--- src/rtl/bcd_time_if.sv ---
// Control and display bundle between the BCD time core and its host.
// The master drives the set/mode inputs; the slave returns time and frame.
interface bcd_time_if #(
    parameter int NUM_DIGITS = 4
);
    localparam int NLED = 4 * NUM_DIGITS;

    logic                fast;
    logic                mode_12h;
    logic                inc_min;
    logic                inc_hour;
    logic                tick;
    logic [23:0]         time_bcd;
    logic                pm;
    logic [24*NLED-1:0]  led_rgb_data;
    logic                frame_update;

    modport master (
        output fast, mode_12h, inc_min, inc_hour,
        input  tick, time_bcd, pm, led_rgb_data, frame_update
    );

    modport slave (
        input  fast, mode_12h, inc_min, inc_hour,
        output tick, time_bcd, pm, led_rgb_data, frame_update
    );
endinterface

--- src/rtl/bcd_time_core.sv ---
// Synchronous BCD time-of-day engine with 12/24h display and LED frame.
// One tick enable drives the carry chain; the frame lags time by one cycle.
module bcd_time_core #(
    parameter int          CLK_HZ     = 12000000,
    parameter int          FAST_DIV   = 2000,
    parameter int          NUM_DIGITS = 4,
    parameter logic [23:0] ON_RGB     = 24'h10_10_10,
    parameter logic [23:0] FAST_RGB   = 24'h00_10_00
) (
    input  logic       hwclk,
    input  logic       reset,
    bcd_time_if.slave  bus
);
    localparam int NLED   = 4 * NUM_DIGITS;
    localparam int PW     = (CLK_HZ > 1) ? $clog2(CLK_HZ) : 1;
    localparam int FAST_P = (CLK_HZ / FAST_DIV < 1) ? 1 : CLK_HZ / FAST_DIV;
    localparam logic [PW-1:0] LIM_NORM = PW'(CLK_HZ - 1);
    localparam logic [PW-1:0] LIM_FAST = PW'(FAST_P - 1);

    logic [PW-1:0] cnt_q, cnt_d, lim;
    logic          tick_c;

    logic [3:0] h1_q, h0_q, m1_q, m0_q, s1_q, s0_q;
    logic [3:0] h1_d, h0_d, m1_d, m0_d, s1_d, s0_d;
    logic       pm_q, pm_d;

    logic [4:0] hbin;
    logic [3:0] h12, dh1, dh0;
    logic [NLED-1:0]    disp;
    logic [23:0]        colour;
    logic [24*NLED-1:0] frame_d, led_q;
    logic               fu_q;

    function automatic logic [7:0] inc60(input logic [3:0] d1,
                                         input logic [3:0] d0);
        if (d0 != 4'd9) return {d1, d0 + 4'd1};
        if (d1 != 4'd5) return {d1 + 4'd1, 4'd0};
        return 8'h00;
    endfunction

    function automatic logic [7:0] inc24(input logic [3:0] d1,
                                         input logic [3:0] d0);
        if (d1 == 4'd2 && d0 == 4'd3) return 8'h00;
        if (d0 == 4'd9) return {d1 + 4'd1, 4'd0};
        return {d1, d0 + 4'd1};
    endfunction

    // >= rather than == so a shorter period wraps at once
    assign lim    = bus.fast ? LIM_FAST : LIM_NORM;
    assign tick_c = (cnt_q >= lim);

    always_comb begin
        cnt_d = cnt_q + 1'b1;
        if (bus.inc_min || tick_c) cnt_d = '0;
    end

    always_comb begin
        h1_d = h1_q;
        h0_d = h0_q;
        m1_d = m1_q;
        m0_d = m0_q;
        s1_d = s1_q;
        s0_d = s0_q;
        if (bus.inc_min || bus.inc_hour) begin
            if (bus.inc_min) begin
                {m1_d, m0_d} = inc60(m1_q, m0_q);
                s1_d = 4'd0;
                s0_d = 4'd0;
            end
            if (bus.inc_hour) {h1_d, h0_d} = inc24(h1_q, h0_q);
        end else if (tick_c) begin
            {s1_d, s0_d} = inc60(s1_q, s0_q);
            if (s1_q == 4'd5 && s0_q == 4'd9) begin
                {m1_d, m0_d} = inc60(m1_q, m0_q);
                if (m1_q == 4'd5 && m0_q == 4'd9)
                    {h1_d, h0_d} = inc24(h1_q, h0_q);
            end
        end
        pm_d = (h1_d == 4'd2) || (h1_d == 4'd1 && h0_d >= 4'd2);
    end

    always_ff @(posedge hwclk or posedge reset) begin
        if (reset) begin
            cnt_q <= '0;
            h1_q  <= '0;
            h0_q  <= '0;
            m1_q  <= '0;
            m0_q  <= '0;
            s1_q  <= '0;
            s0_q  <= '0;
            pm_q  <= 1'b0;
        end else begin
            cnt_q <= cnt_d;
            h1_q  <= h1_d;
            h0_q  <= h0_d;
            m1_q  <= m1_d;
            m0_q  <= m0_d;
            s1_q  <= s1_d;
            s0_q  <= s0_d;
            pm_q  <= pm_d;
        end
    end

    // h12 is only meaningful for hours 13..23; mod-16 math is exact there
    always_comb begin
        hbin = {1'b0, h1_q} * 5'd10 + {1'b0, h0_q};
        h12  = hbin[3:0] - 4'd12;
        dh1  = h1_q;
        dh0  = h0_q;
        if (bus.mode_12h) begin
            if (hbin == 5'd0) begin
                dh1 = 4'd1;
                dh0 = 4'd2;
            end else if (hbin > 5'd12) begin
                if (h12 >= 4'd10) begin
                    dh1 = 4'd1;
                    dh0 = h12 - 4'd10;
                end else begin
                    dh1 = 4'd0;
                    dh0 = h12;
                end
            end
        end
    end

    generate
        if (NUM_DIGITS == 6) begin : g_six
            assign disp = {dh1, dh0, m1_q, m0_q, s1_q, s0_q};
        end else begin : g_four
            logic unused_hr;
            assign unused_hr = ^{dh1, dh0};
            assign disp = {m1_q, m0_q, s1_q, s0_q};
        end
    endgenerate

    always_comb begin
        colour  = bus.fast ? FAST_RGB : ON_RGB;
        frame_d = '0;
        for (int i = 0; i < NLED; i++)
            if (disp[i]) frame_d[24*i +: 24] = colour;
    end

    always_ff @(posedge hwclk or posedge reset) begin
        if (reset) begin
            led_q <= '0;
            fu_q  <= 1'b0;
        end else begin
            led_q <= frame_d;
            fu_q  <= (frame_d != led_q);
        end
    end

    assign bus.tick         = tick_c & ~reset;
    assign bus.time_bcd     = {h1_q, h0_q, m1_q, m0_q, s1_q, s0_q};
    assign bus.pm           = pm_q;
    assign bus.led_rgb_data = led_q;
    assign bus.frame_update = fu_q;
endmodule

--- src/flat_wrapper.sv ---
// flat-port wrapper written by rule: the top's interface ports become plain ports
module bcd_time_core_flat 
#(
    parameter int          CLK_HZ     = 12000000,
    parameter int          FAST_DIV   = 2000,
    parameter int          NUM_DIGITS = 4,
    parameter logic [23:0] ON_RGB     = 24'h10_10_10,
    parameter logic [23:0] FAST_RGB   = 24'h00_10_00
)
  (hwclk, reset, bus_fast, bus_mode_12h, bus_inc_min, bus_inc_hour, bus_tick, bus_time_bcd, bus_pm, bus_led_rgb_data, bus_frame_update);
  bcd_time_if #(.NUM_DIGITS(NUM_DIGITS)) bus_i ();
  input  logic hwclk;
  input  logic reset;
  input wire logic [$bits(bus_i.fast)-1:0] bus_fast;
  input wire logic [$bits(bus_i.mode_12h)-1:0] bus_mode_12h;
  input wire logic [$bits(bus_i.inc_min)-1:0] bus_inc_min;
  input wire logic [$bits(bus_i.inc_hour)-1:0] bus_inc_hour;
  output wire logic [$bits(bus_i.tick)-1:0] bus_tick;
  output wire logic [$bits(bus_i.time_bcd)-1:0] bus_time_bcd;
  output wire logic [$bits(bus_i.pm)-1:0] bus_pm;
  output wire logic [$bits(bus_i.led_rgb_data)-1:0] bus_led_rgb_data;
  output wire logic [$bits(bus_i.frame_update)-1:0] bus_frame_update;
  assign bus_i.fast = bus_fast;
  assign bus_i.mode_12h = bus_mode_12h;
  assign bus_i.inc_min = bus_inc_min;
  assign bus_i.inc_hour = bus_inc_hour;
  assign bus_tick = bus_i.tick;
  assign bus_time_bcd = bus_i.time_bcd;
  assign bus_pm = bus_i.pm;
  assign bus_led_rgb_data = bus_i.led_rgb_data;
  assign bus_frame_update = bus_i.frame_update;
  bcd_time_core #(.CLK_HZ(CLK_HZ), .FAST_DIV(FAST_DIV), .NUM_DIGITS(NUM_DIGITS), .ON_RGB(ON_RGB), .FAST_RGB(FAST_RGB)) u_core (.hwclk(hwclk), .reset(reset), .bus(bus_i));
endmodule
--- config.mk ---
export PLATFORM = sky130hd
export DESIGN_NAME = bcd_time_core_flat
export DESIGN_NICKNAME = d
export VERILOG_FILES = /design/src/rtl/bcd_time_if.sv /design/src/rtl/bcd_time_core.sv /design/src/flat_wrapper.sv
export SDC_FILE = /design/constraint.sdc
export NUM_CORES = 1
export LEC_CHECK = 0
export CAP_MARGIN = 20
export CELL_PAD_IN_SITES_DETAIL_PLACEMENT = 1
export CELL_PAD_IN_SITES_GLOBAL_PLACEMENT = 2
export CORE_UTILIZATION = 22
export DETAILED_ROUTE_END_ITERATION = 10
export PLACE_DENSITY_LB_ADDON = 0.1
export SETUP_SLACK_MARGIN = 0.4
export SLEW_MARGIN = 20
export SYNTH_ARGS = -nofsm -noshare
export SYNTH_HDL_FRONTEND = slang
export SYNTH_SLANG_ARGS = --single-unit
--- constraint.sdc ---
create_clock -name hwclk -period 9.2 [get_ports hwclk]
set_clock_uncertainty 0.05 [all_clocks]
set_input_delay 2.76 -clock hwclk [delete_from_list [all_inputs] [get_ports hwclk]]
set_output_delay 2.76 -clock hwclk [all_outputs]
set_load 0.005 [all_outputs]
; ---- After elaboration in Yosys (flattened, before gate mapping)
; Cells that the tools add are included.
; Widths: inputs -> output; s select.
[classes]
n_addsub = 7
magnitude_cmp = 2
eq_ne = 15
muxes = 95
n_bitwise = 2
reduce_logical = 11
[ops]
columns = operator, n
row1 = $mux 24, 18
row2 = $ne 384x384->1, 1
row3 = $mux 8, 16
row4 = $mux 4, 23
row5 = $mux 1, 37
row6 = $add 24x1->24 const B, 1
row7 = $add 4x1->4 const B, 6
row8 = $ge 24x24->1, 1
row9 = $mux 21, 1
row10 = $eq 4x2->1 const B, 3
row11 = $eq 4x4->1 const B, 3
row12 = $eq 4x3->1 const B, 2
row13 = $ne 4x3->1 const B, 2
row14 = $ne 4x4->1 const B, 2
row15 = $eq 4x1->1 const B, 1
row16 = $ge 4x2->1 const B, 1
row17 = $logic_and 1x1->1, 4
row18 = $reduce_bool 2->1, 2
row19 = $logic_or 1x1->1, 3
row20 = $reduce_and 3->1, 1
row21 = $ne 2x2->1 const B, 1
row22 = $reduce_and 2->1, 1
row23 = $and 1x1->1, 1
row24 = $not 1->1, 1
[word_totals]
regBits = 434
output_inout_bits = 411
word_cells = 142

; ---- Longest topological paths before layout
; Gate-level depths: netlist of run 1.
[logic_depth]
word_depth = 21
ltp_mapped = 13
mapped_depth_nobuf = 10

; ---- Worst setup path after synthesis of run 1
; OpenSTA, ideal clock, no wires.
[synth_timing]
path_type = input to output
startpoint = input bus_fast
endpoint = output bus_tick
arrival_ps = 4416
required_time_ps = 6390
setup_slack_ps = 1974
path_stages = 8
path_buffers = 2
cell_sequence = clkbuf_1 -> clkbuf_1 -> inv_1 -> ha_1 -> nand3_1 -> nor2_1 -> o2111ai_4 -> a31oi_1
[synth_via]
elab_chain_cells = 3
[synth_lines]
columns = item, line_no
row1 = from (decl), flat_wrapper.sv:14  ; input wire logic [$bits(bus_i.fast)-1:0] bus_fast;
row2 = $mux 24, bcd_time_core.sv:49  ; assign lim = bus.fast ? LIM_FAST : LIM_NORM;
row3 = $ge 24x24->1, bcd_time_core.sv:50  ; assign tick_c = (cnt_q >= lim);
row4 = $and 1x1->1, bcd_time_core.sv:153  ; assign bus.tick = tick_c & ~reset;
row5 = to (decl), flat_wrapper.sv:18  ; output wire logic [$bits(bus_i.tick)-1:0] bus_tick;
; Every way passes these cells.

; ---- Final worst setup path of run 1
; Ends and elaborated chain as after synthesis.

==> metrics.csv, run 1 <==
stage,metric,value,unit
run_status,status,"complete, no violations",
job,maxcap violations,0,
detailed_routing,Residual DRC,0,
worst_setup_path,Critical Path AT,5.43,ns
clock_tree,CTS max path bufs,2,
logic_synthesis,Post-synth ARST share,100.0,%
timing,Final WS setup,0.9611,ns
timing,setup_tns,0,ns
pwr,Clock power frac,33.5,%
clock_tree,CTS Buf Count,9,
pwr,internal power,0.8238,mW
clock_tree,number of H-tree levels,3,
global_route,largest net degree at the start of global routing,62,
clock_tree,"Reg clk slew, reported paths",0.07,ns
die,placeable core area,30910,um2
clock_tree,Root Buffer,clkbuf_16,
logic_synthesis,Post-Synthesis Cells,777,
clock_tree,Hold Buf Count CTS,0,
cells_and_area,# diodes,0,
timing,unrepaired setup endpoints after global routing,no,
detailed_routing,Starting DRT DRC Count,140,
cells_and_area,share of cells above drive strength 1,4.693,%
logic_synthesis,"EDFF count, synth",0,
timing,Final Hold Viols,0,
pwr,combinational fraction of design power,27.1,%
timing,Rel. slew slack,42.41,%
cells_and_area,Area Overhead vs Synth,1.090,%
logic_synthesis,commonest register cell after synthesis,dfrtp_1,
detailed_routing,remaining antenna violation count,0,
clock_tree,postcts setup bufs,0,
pwr,Pwr per Cell Area,174.7,nW/um2
worst_setup_path,"critical path fanouts, max",11,
logic_synthesis,synth unique cells,59,
die,die area,32540,um2
detailed_routing,vias post-DR,4169,
placement,pre-CTS setup slack,0.8980,ns
die,initial core utilization,22.65,%
cells_and_area,NumNets Final,852,
timing,fin crit period,8.239,ns
hold_path,worst hold stages,1,
global_route,vias in the first global route,3924,
clock_tree,CTS Sinks,82,
timing,Final Setup Violations,0,
timing,Max Clk Rate,0.1214,GHz
detailed_routing,via/cell ratio,3.398,
global_route,grt ovf,0,
timing,Max Slew Vio Count,0,
placement,routability cong.,0.6940,
logic_synthesis,number of synthesized register bits,82,
logic_synthesis,Synth Area per Inst,9.010,um2
hold_path,Hold WC Path Type,reg2reg,
timing,period utilisation layout,89.55,%
pwr,VDD IR max,84.74,uV
die,num ports,417,
global_route,initial antenna violation count,0,
die,Rows,64,
clock_tree,CTS tree,done,
detailed_routing,Post-Route M1 WL,6.411,mm
placement,I/O Buffers,79,
detailed_routing,metal2 WL,8.050,mm
detailed_routing,drt wl/cell,12.52,um
clock_tree,"Clk Latency, worst-skew pair",0.35,ns
worst_setup_path,r2r worst-path depth,9,
pwr,Total Power,1.236,mW
die,Die H,180.4,um
clock_tree,CTS resizes,0,
cells_and_area,FILL cells,3735,
detailed_routing,Routed met3 length,799,um
logic_synthesis,cell area after synthesis,7000,um2
worst_setup_path,"Req. time, crit path",6.39,ns
worst_setup_path,crit path capture type,output port,
global_route,gr usage total,9.016,%
pwr,Leakage,3.509,nW
worst_setup_path,crit path launch type,input pin,
global_route,global-route wire length before repair,23.32,mm
timing,Slew @ Worst Pin,0.8639,ns
pwr,Switching Power,0.4124,mW
placement,DP Wirelength,12.20,mm
die,die width,180.4,um
pwr,part of the power in registers,39.4,%
logic_synthesis,sequential share of the synthesized area,29.31,%
worst_setup_path,Crit Path Category,in2out,
pwr,Switching Fraction,33.36,%
detailed_routing,DR pass1 iterations,4,
logic_synthesis,Yosys Warn Count,0,
detailed_routing,Post-Route WL,15.36,mm
detailed_routing,top layer in use,met4,
==> state kept, by name, summed over array words and instances (netlist names) <==
register	cells
u_core.cnt_q	24
u_core.bus.led_rgb_data	32
u_core.bus.pm	1
u_core.m0_q	4
u_core.bus.frame_update	1
u_core.s1_q	4
u_core.m1_q	4
u_core.s0_q	4
u_core.h1_q	4
u_core.h0_q	4
==> critical path, stage by stage <==
cell	delay, ns
clkdlybuf4s50_1	0.78
inv_1	0.20
ha_1	0.34
nand3_1	0.08
nor2_1	0.18
o2111ai_4	0.23
a31oi_1	0.29
clkdlybuf4s50_1	0.56
==> final cells by class <==
cell class | instances | area (um2) | area share, %
multi-input cells | 633 | 3303 | 46.68
flip-flops and latches | 82 | 2052 | 29.00
repair buffers | 83 | 828.3 | 11.70
well taps | 396 | 495.5 | 7.001
clock buffers | 9 | 225.2 | 3.182
clock inverters | 7 | 107.6 | 1.521
inverters | 17 | 65.06 | 0.9194
==> path summary, 6_finish.rpt <==
| check | start | to | slack [ns] |
|---|---|---|---|
| worst max-delay path | bus_fast | bus_tick | 0.96 |
| worst min-delay path | u_core.cnt_q[0] | u_core.cnt_q[0] | 0.41 |
| worst max register to register | u_core.s0_q[0] | u_core.bus.pm | 6.20 |
| worst min register to register | u_core.cnt_q[0] | u_core.cnt_q[0] | 0.41 |
| max in group asynchronous | reset | u_core.bus.led_rgb_data[20] | 5.17 |
| min in group asynchronous | reset | u_core.h0_q[3] | 2.72 |
==> layer usage <==
layer	track usage, %	vias to the layer above
met5	0	-
met2	16.20	192
met4	1.538	0
met1	11.00	2048
met3	2.082	9
li1	-	1920
==> synthesized netlist by cell type, drive strengths merged (2+ instances only) <==
master   instances  area [um2]
xor2            30       262.8
and3b            2       17.52
a21o             2       16.27
inv             17       63.81
buf            372        2808
nand2           23       88.84
nand2b           3       18.77
xnor2           21       183.9
or3              3       18.77
a211oi           3       45.04
nand4bb          2       22.52
a31oi            7       71.31
nand4b           4       35.03
ha              20       250.2
and3            10       62.56
dfrtp           82        2052
nor4             7       50.05
nand3           22       110.1
clkbuf           8       31.28
mux2             2       22.52
o21ai           14       73.82
nand4            5       31.28
or4              2       15.01
nor3             9       55.05
o2111ai          4       52.56
and4             2       17.52
a21oi           13       65.06
or2              2       12.51
nand3b           2       15.01
o22ai            2       12.51
nor2b           12       75.07
a311oi           2       17.52
nor2            55       209.0
==> layout by cell type (no fill, tap or decap), types with 3 or more instances in the layout <==
cell	Yosys	layout
nor2_1	54	54
nand2_1	22	22
nand2b_1	3	3
clkdlybuf4s50_1	0	79
nand4_1	5	5
nor2b_1	12	12
o21ai_0	12	12
nand4b_1	4	4
ha_1	20	20
clkbuf_16	0	9
xor2_1	30	30
xnor2_1	21	21
nor3_1	7	7
nand3_1	22	22
a21oi_1	13	13
dfrtp_1	82	82
and3_1	10	10
nor4_1	6	6
conb_1	1	336
a31oi_1	4	4
o2111ai_1	3	3
or3_1	3	3
inv_1	17	16
==> kinds of logic (layout without fill, tap and decap cells) <==
logic type	Yosys count	count (layout)	share of synthesized area (%)
DFF	82	82	29.31
xor gates and xnor gates	51	51	6.381
other	1	336	0.05357
AOI/OAI and AO/OA	56	56	6.345
buffers and inverters	397	116	41.47
adders and majority gates	20	20	3.575
and+or+nand+nor	167	167	12.40
muxes	3	3	0.4647
==> power by group through the flow <==
stage	Sequential [mW]	Clock, mW	Combinational, mW
final	0.487	0.414	0.336
after global routing	0.501	0.445	0.375
after CTS	0.490	0.433	0.340
after detailed placement	0.497	0	0.339
after global placement	0.495	0	0.336
after floorplan	0.465	0	0.321
==> stage by stage <==
stage                     instance area, um2  cells  hold WS [ns]  utilization, %
final                                   7077   1227        0.4127           22.90
after global placement                  6721   1209        0.3919           21.75
after floorplan                         8258   1112        0.3241               -
after global routing                    7077   1227        0.4580           22.90
after CTS                               7077   1227        0.4163           22.90
after detailed placement                6744   1211        0.4072           21.82
No activity file was read; power rests on OpenSTA's default activity.
==> inputs of run 2 (changes only) <==
--- a/config.mk
+++ b/config.mk
@@ -8,7 +8,7 @@
 export CAP_MARGIN = 20
 export CELL_PAD_IN_SITES_DETAIL_PLACEMENT = 1
 export CELL_PAD_IN_SITES_GLOBAL_PLACEMENT = 2
-export CORE_UTILIZATION = 22
+export CORE_UTILIZATION = 21
 export DETAILED_ROUTE_END_ITERATION = 10
 export PLACE_DENSITY_LB_ADDON = 0.1
 export SETUP_SLACK_MARGIN = 0.4
==> constraint.sdc (replaced) <==
create_clock -name hwclk -period 8 [get_ports hwclk]
set_clock_uncertainty 0.05 [all_clocks]
set_input_delay 2.4 -clock hwclk [delete_from_list [all_inputs] [get_ports hwclk]]
set_output_delay 2.4 -clock hwclk [all_outputs]
set_load 0.005 [all_outputs]
==> run 2 against run 1 <==
Effect of this change: die area is 4.7% higher; global-route usage is 0.14 points lower; non-clock buffer count is 3 higher; worst setup slack worse by 0.37 ns; total power is 9.4% higher; combinational power is 14% higher; sequential cell count stayed put; register-to-register slack worse by 1.1 ns; design area is 0.34% higher.
==> metrics.csv, run 2 (synthesis gave the netlist of run 1 again) <==
stage,metric,value,unit,change
run_status,status,"complete, no violations",,unchanged
worst_setup_path,Crit Path Category,in2out,,unchanged
worst_setup_path,"Req. time, crit path",5.55,ns,was 6.39 ns
worst_setup_path,"critical path fanouts, max",7,,was 11
die,placeable core area,32700,um2,"was 30,910 um2"
clock_tree,CTS Buf Count,9,,unchanged
clock_tree,CTS Sinks,82,,unchanged
detailed_routing,DR pass1 iterations,4,,unchanged
clock_tree,"Reg clk slew, reported paths",0.06,ns,was 0.07 ns
clock_tree,CTS resizes,0,,unchanged
die,die width,184.6,um,was 180.4 um
worst_setup_path,crit path launch type,input pin,,unchanged
worst_setup_path,crit path capture type,output port,,unchanged
pwr,VDD IR max,98.11,uV,was 84.74 uV
detailed_routing,drt wl/cell,12.20,um,was 12.52 um
timing,Rel. slew slack,47.44,%,was 42.41%
cells_and_area,fin util,21.71,%,was 22.90%
timing,unrepaired setup endpoints after global routing,no,,unchanged
cells_and_area,most frequent standard cell in the layout excluding fill and tap cells,conb_1,,unchanged
worst_setup_path,r2r worst-path depth,10,,was 9
clock_tree,postcts setup bufs,0,,unchanged
worst_setup_path,Critical Path AT,4.96,ns,was 5.43 ns
cells_and_area,share of cells above drive strength 1,5.036,%,was 4.693%
timing,Slew @ Worst Pin,0.7883,ns,was 0.8639 ns
global_route,grt ovf,0,,unchanged
placement,I/O Buffers,79,,unchanged
worst_setup_path,reg2reg end,u_core.m1_q[1],,was u_core.bus.pm
global_route,global-route wire length before repair,22.85,mm,was 23.32 mm
pwr,Pwr per Cell Area,190.5,nW/um2,was 174.7 nW/um2
timing,Max Clk Rate,0.1350,GHz,
global_route,initial antenna violation count,0,,unchanged
cells_and_area,max reg flops,32,,unchanged
job,maxcap violations,0,,unchanged
timing,Max Slew Vio Count,0,,unchanged
die,Die H,184.6,um,was 180.4 um
pwr,Leakage,3.497,nW,was 3.509 nW
timing,Final WS setup,0.5907,ns,was 0.9611 ns
clock_tree,Root Buffer,clkbuf_16,,unchanged
cells_and_area,most frequent cells in the layout,"336 x conb_1, 82 x dfrtp_1, 79 x clkdlybuf4s50_1",,unchanged
clock_tree,Hold Buf Count CTS,0,,unchanged
detailed_routing,Post-Route WL,15.57,mm,was 15.36 mm
clock_tree,"Clk Latency, worst-skew pair",0.35,ns,about the same
pwr,Total Power,1.353,mW,was 1.236 mW
timing,fin crit period,7.409,ns,
placement,DP Cell Count,1260,,"was 1,211"
worst_setup_path,Worst setup startpoint,bus_fast,,unchanged
timing,Final Hold Viols,0,,unchanged
cells_and_area,NumNets Final,855,,was 852
timing,Final Setup Violations,0,,unchanged
clock_tree,number of H-tree levels,3,,unchanged
detailed_routing,Starting DRT DRC Count,122,,was 140
detailed_routing,remaining antenna violation count,0,,unchanged
worst_setup_path,register-to-register setup slack,5.12,ns,was 6.20 ns
clock_tree,CTS max path bufs,2,,unchanged
die,die area,34070,um2,"was 32,540 um2"
die,initial core utilization,21.41,%,was 22.65%
detailed_routing,vias post-DR,4110,,"was 4,169"
die,Rows,66,,was 64
worst_setup_path,worst reg2reg path startpoint,u_core.cnt_q[18],,was u_core.s0_q[0]
timing,setup_tns,0,ns,unchanged
die,num ports,417,,unchanged
detailed_routing,via/cell ratio,3.221,,was 3.398
detailed_routing,Residual DRC,0,,unchanged
placement,pre-CTS setup slack,0.5476,ns,was 0.8980 ns
timing,period utilisation layout,92.62,%,
hold_path,Hold WC Path Type,reg2reg,,unchanged
clock_tree,CTS tree,done,,unchanged
cells_and_area,Area Overhead vs Synth,1.430,%,was 1.090%
global_route,largest net degree at the start of global routing,43,,was 62
cells_and_area,fin cells,1276,,"was 1,227"
global_route,gr usage total,8.879,%,was 9.016%
placement,routability cong.,0.6584,,was 0.6940
global_route,vias in the first global route,3759,,"was 3,924"
worst_setup_path,crit path to,bus_tick,,unchanged
placement,DP Wirelength,12.38,mm,was 12.20 mm
cells_and_area,# diodes,0,,unchanged
[run 2: cell types whose count changed in the layout (fill, tap and decap cells not counted)]
cell,before,now
buf_4,2,7
buf_6,2,0
bufinv_16,2,0
clkinv_2,1,2
clkinv_4,0,1
inv_6,2,3
inv_8,2,1
[run 2: worst max-delay path, stage by stage]
cell and delay, ns:
clkdlybuf4s50_1 0.61, buf_4 0.26, ha_1 0.30, nand4b_1 0.14, nor2_2 0.24, o2111ai_4 0.15, a31oi_1 0.29, clkdlybuf4s50_1 0.57
[run 2: how the worst min path moves through the flow]
stage	startpoint	end	slack (ns)	depth (start not counted)
after global routing	u_core.cnt_q[0]	u_core.cnt_q[0]	0.46	1
after global placement	u_core.cnt_q[0]	u_core.cnt_q[0]	0.41	1
final	u_core.cnt_q[0]	u_core.cnt_q[0]	0.42	1
after floorplan	u_core.s1_q[2]	u_core.bus.led_rgb_data[156]	0.32	0
after detailed placement	u_core.cnt_q[0]	u_core.cnt_q[0]	0.42	1
after CTS	u_core.cnt_q[0]	u_core.cnt_q[0]	0.43	1
[run 2: stage by stage]
stage | area [um2] | hold slack, ns
after global routing | 7101 | 0.4550
after global placement | 6817 | 0.4053
final | 7101 | 0.4203
after CTS | 7101 | 0.4258
after floorplan | 8258 | 0.3241
after detailed placement | 6817 | 0.4165
[run 2: layout make-up]
type | instances | area [um2]
Fill cell | 3965 | 25600
Timing Repair Buffer | 86 | 843.3
Inverter | 17 | 65.06
Tap cell | 442 | 553.0
Clock buffer | 9 | 225.2
Sequential cell | 82 | 2052
Multi-Input combinational cell | 633 | 3303
Clock inverter | 7 | 58.81
[run 2: metal layers]
| metal | vias up | share of wire (%) | GRT usage [%] |
|---|---|---|---|
| met1 | 1961 | 42 | 11.45 |
| met3 | 10 | 6.8 | 1.956 |
| met4 | 0 | 0.96 | 2.300 |
| li1 | 1928 | - | - |
| met5 | - | 0 | 0 |
| met2 | 211 | 50 | 14.85 |
[run 2: report_power, final]
part	total [mW]	internal, mW	leakage [nW]	switching (mW)
clock network	0.410	0.216	0.139	0.194
registers	0.560	0.469	1.10	0.0909
logic	0.383	0.198	2.26	0.186
total	1.35	0.883	3.50	0.470
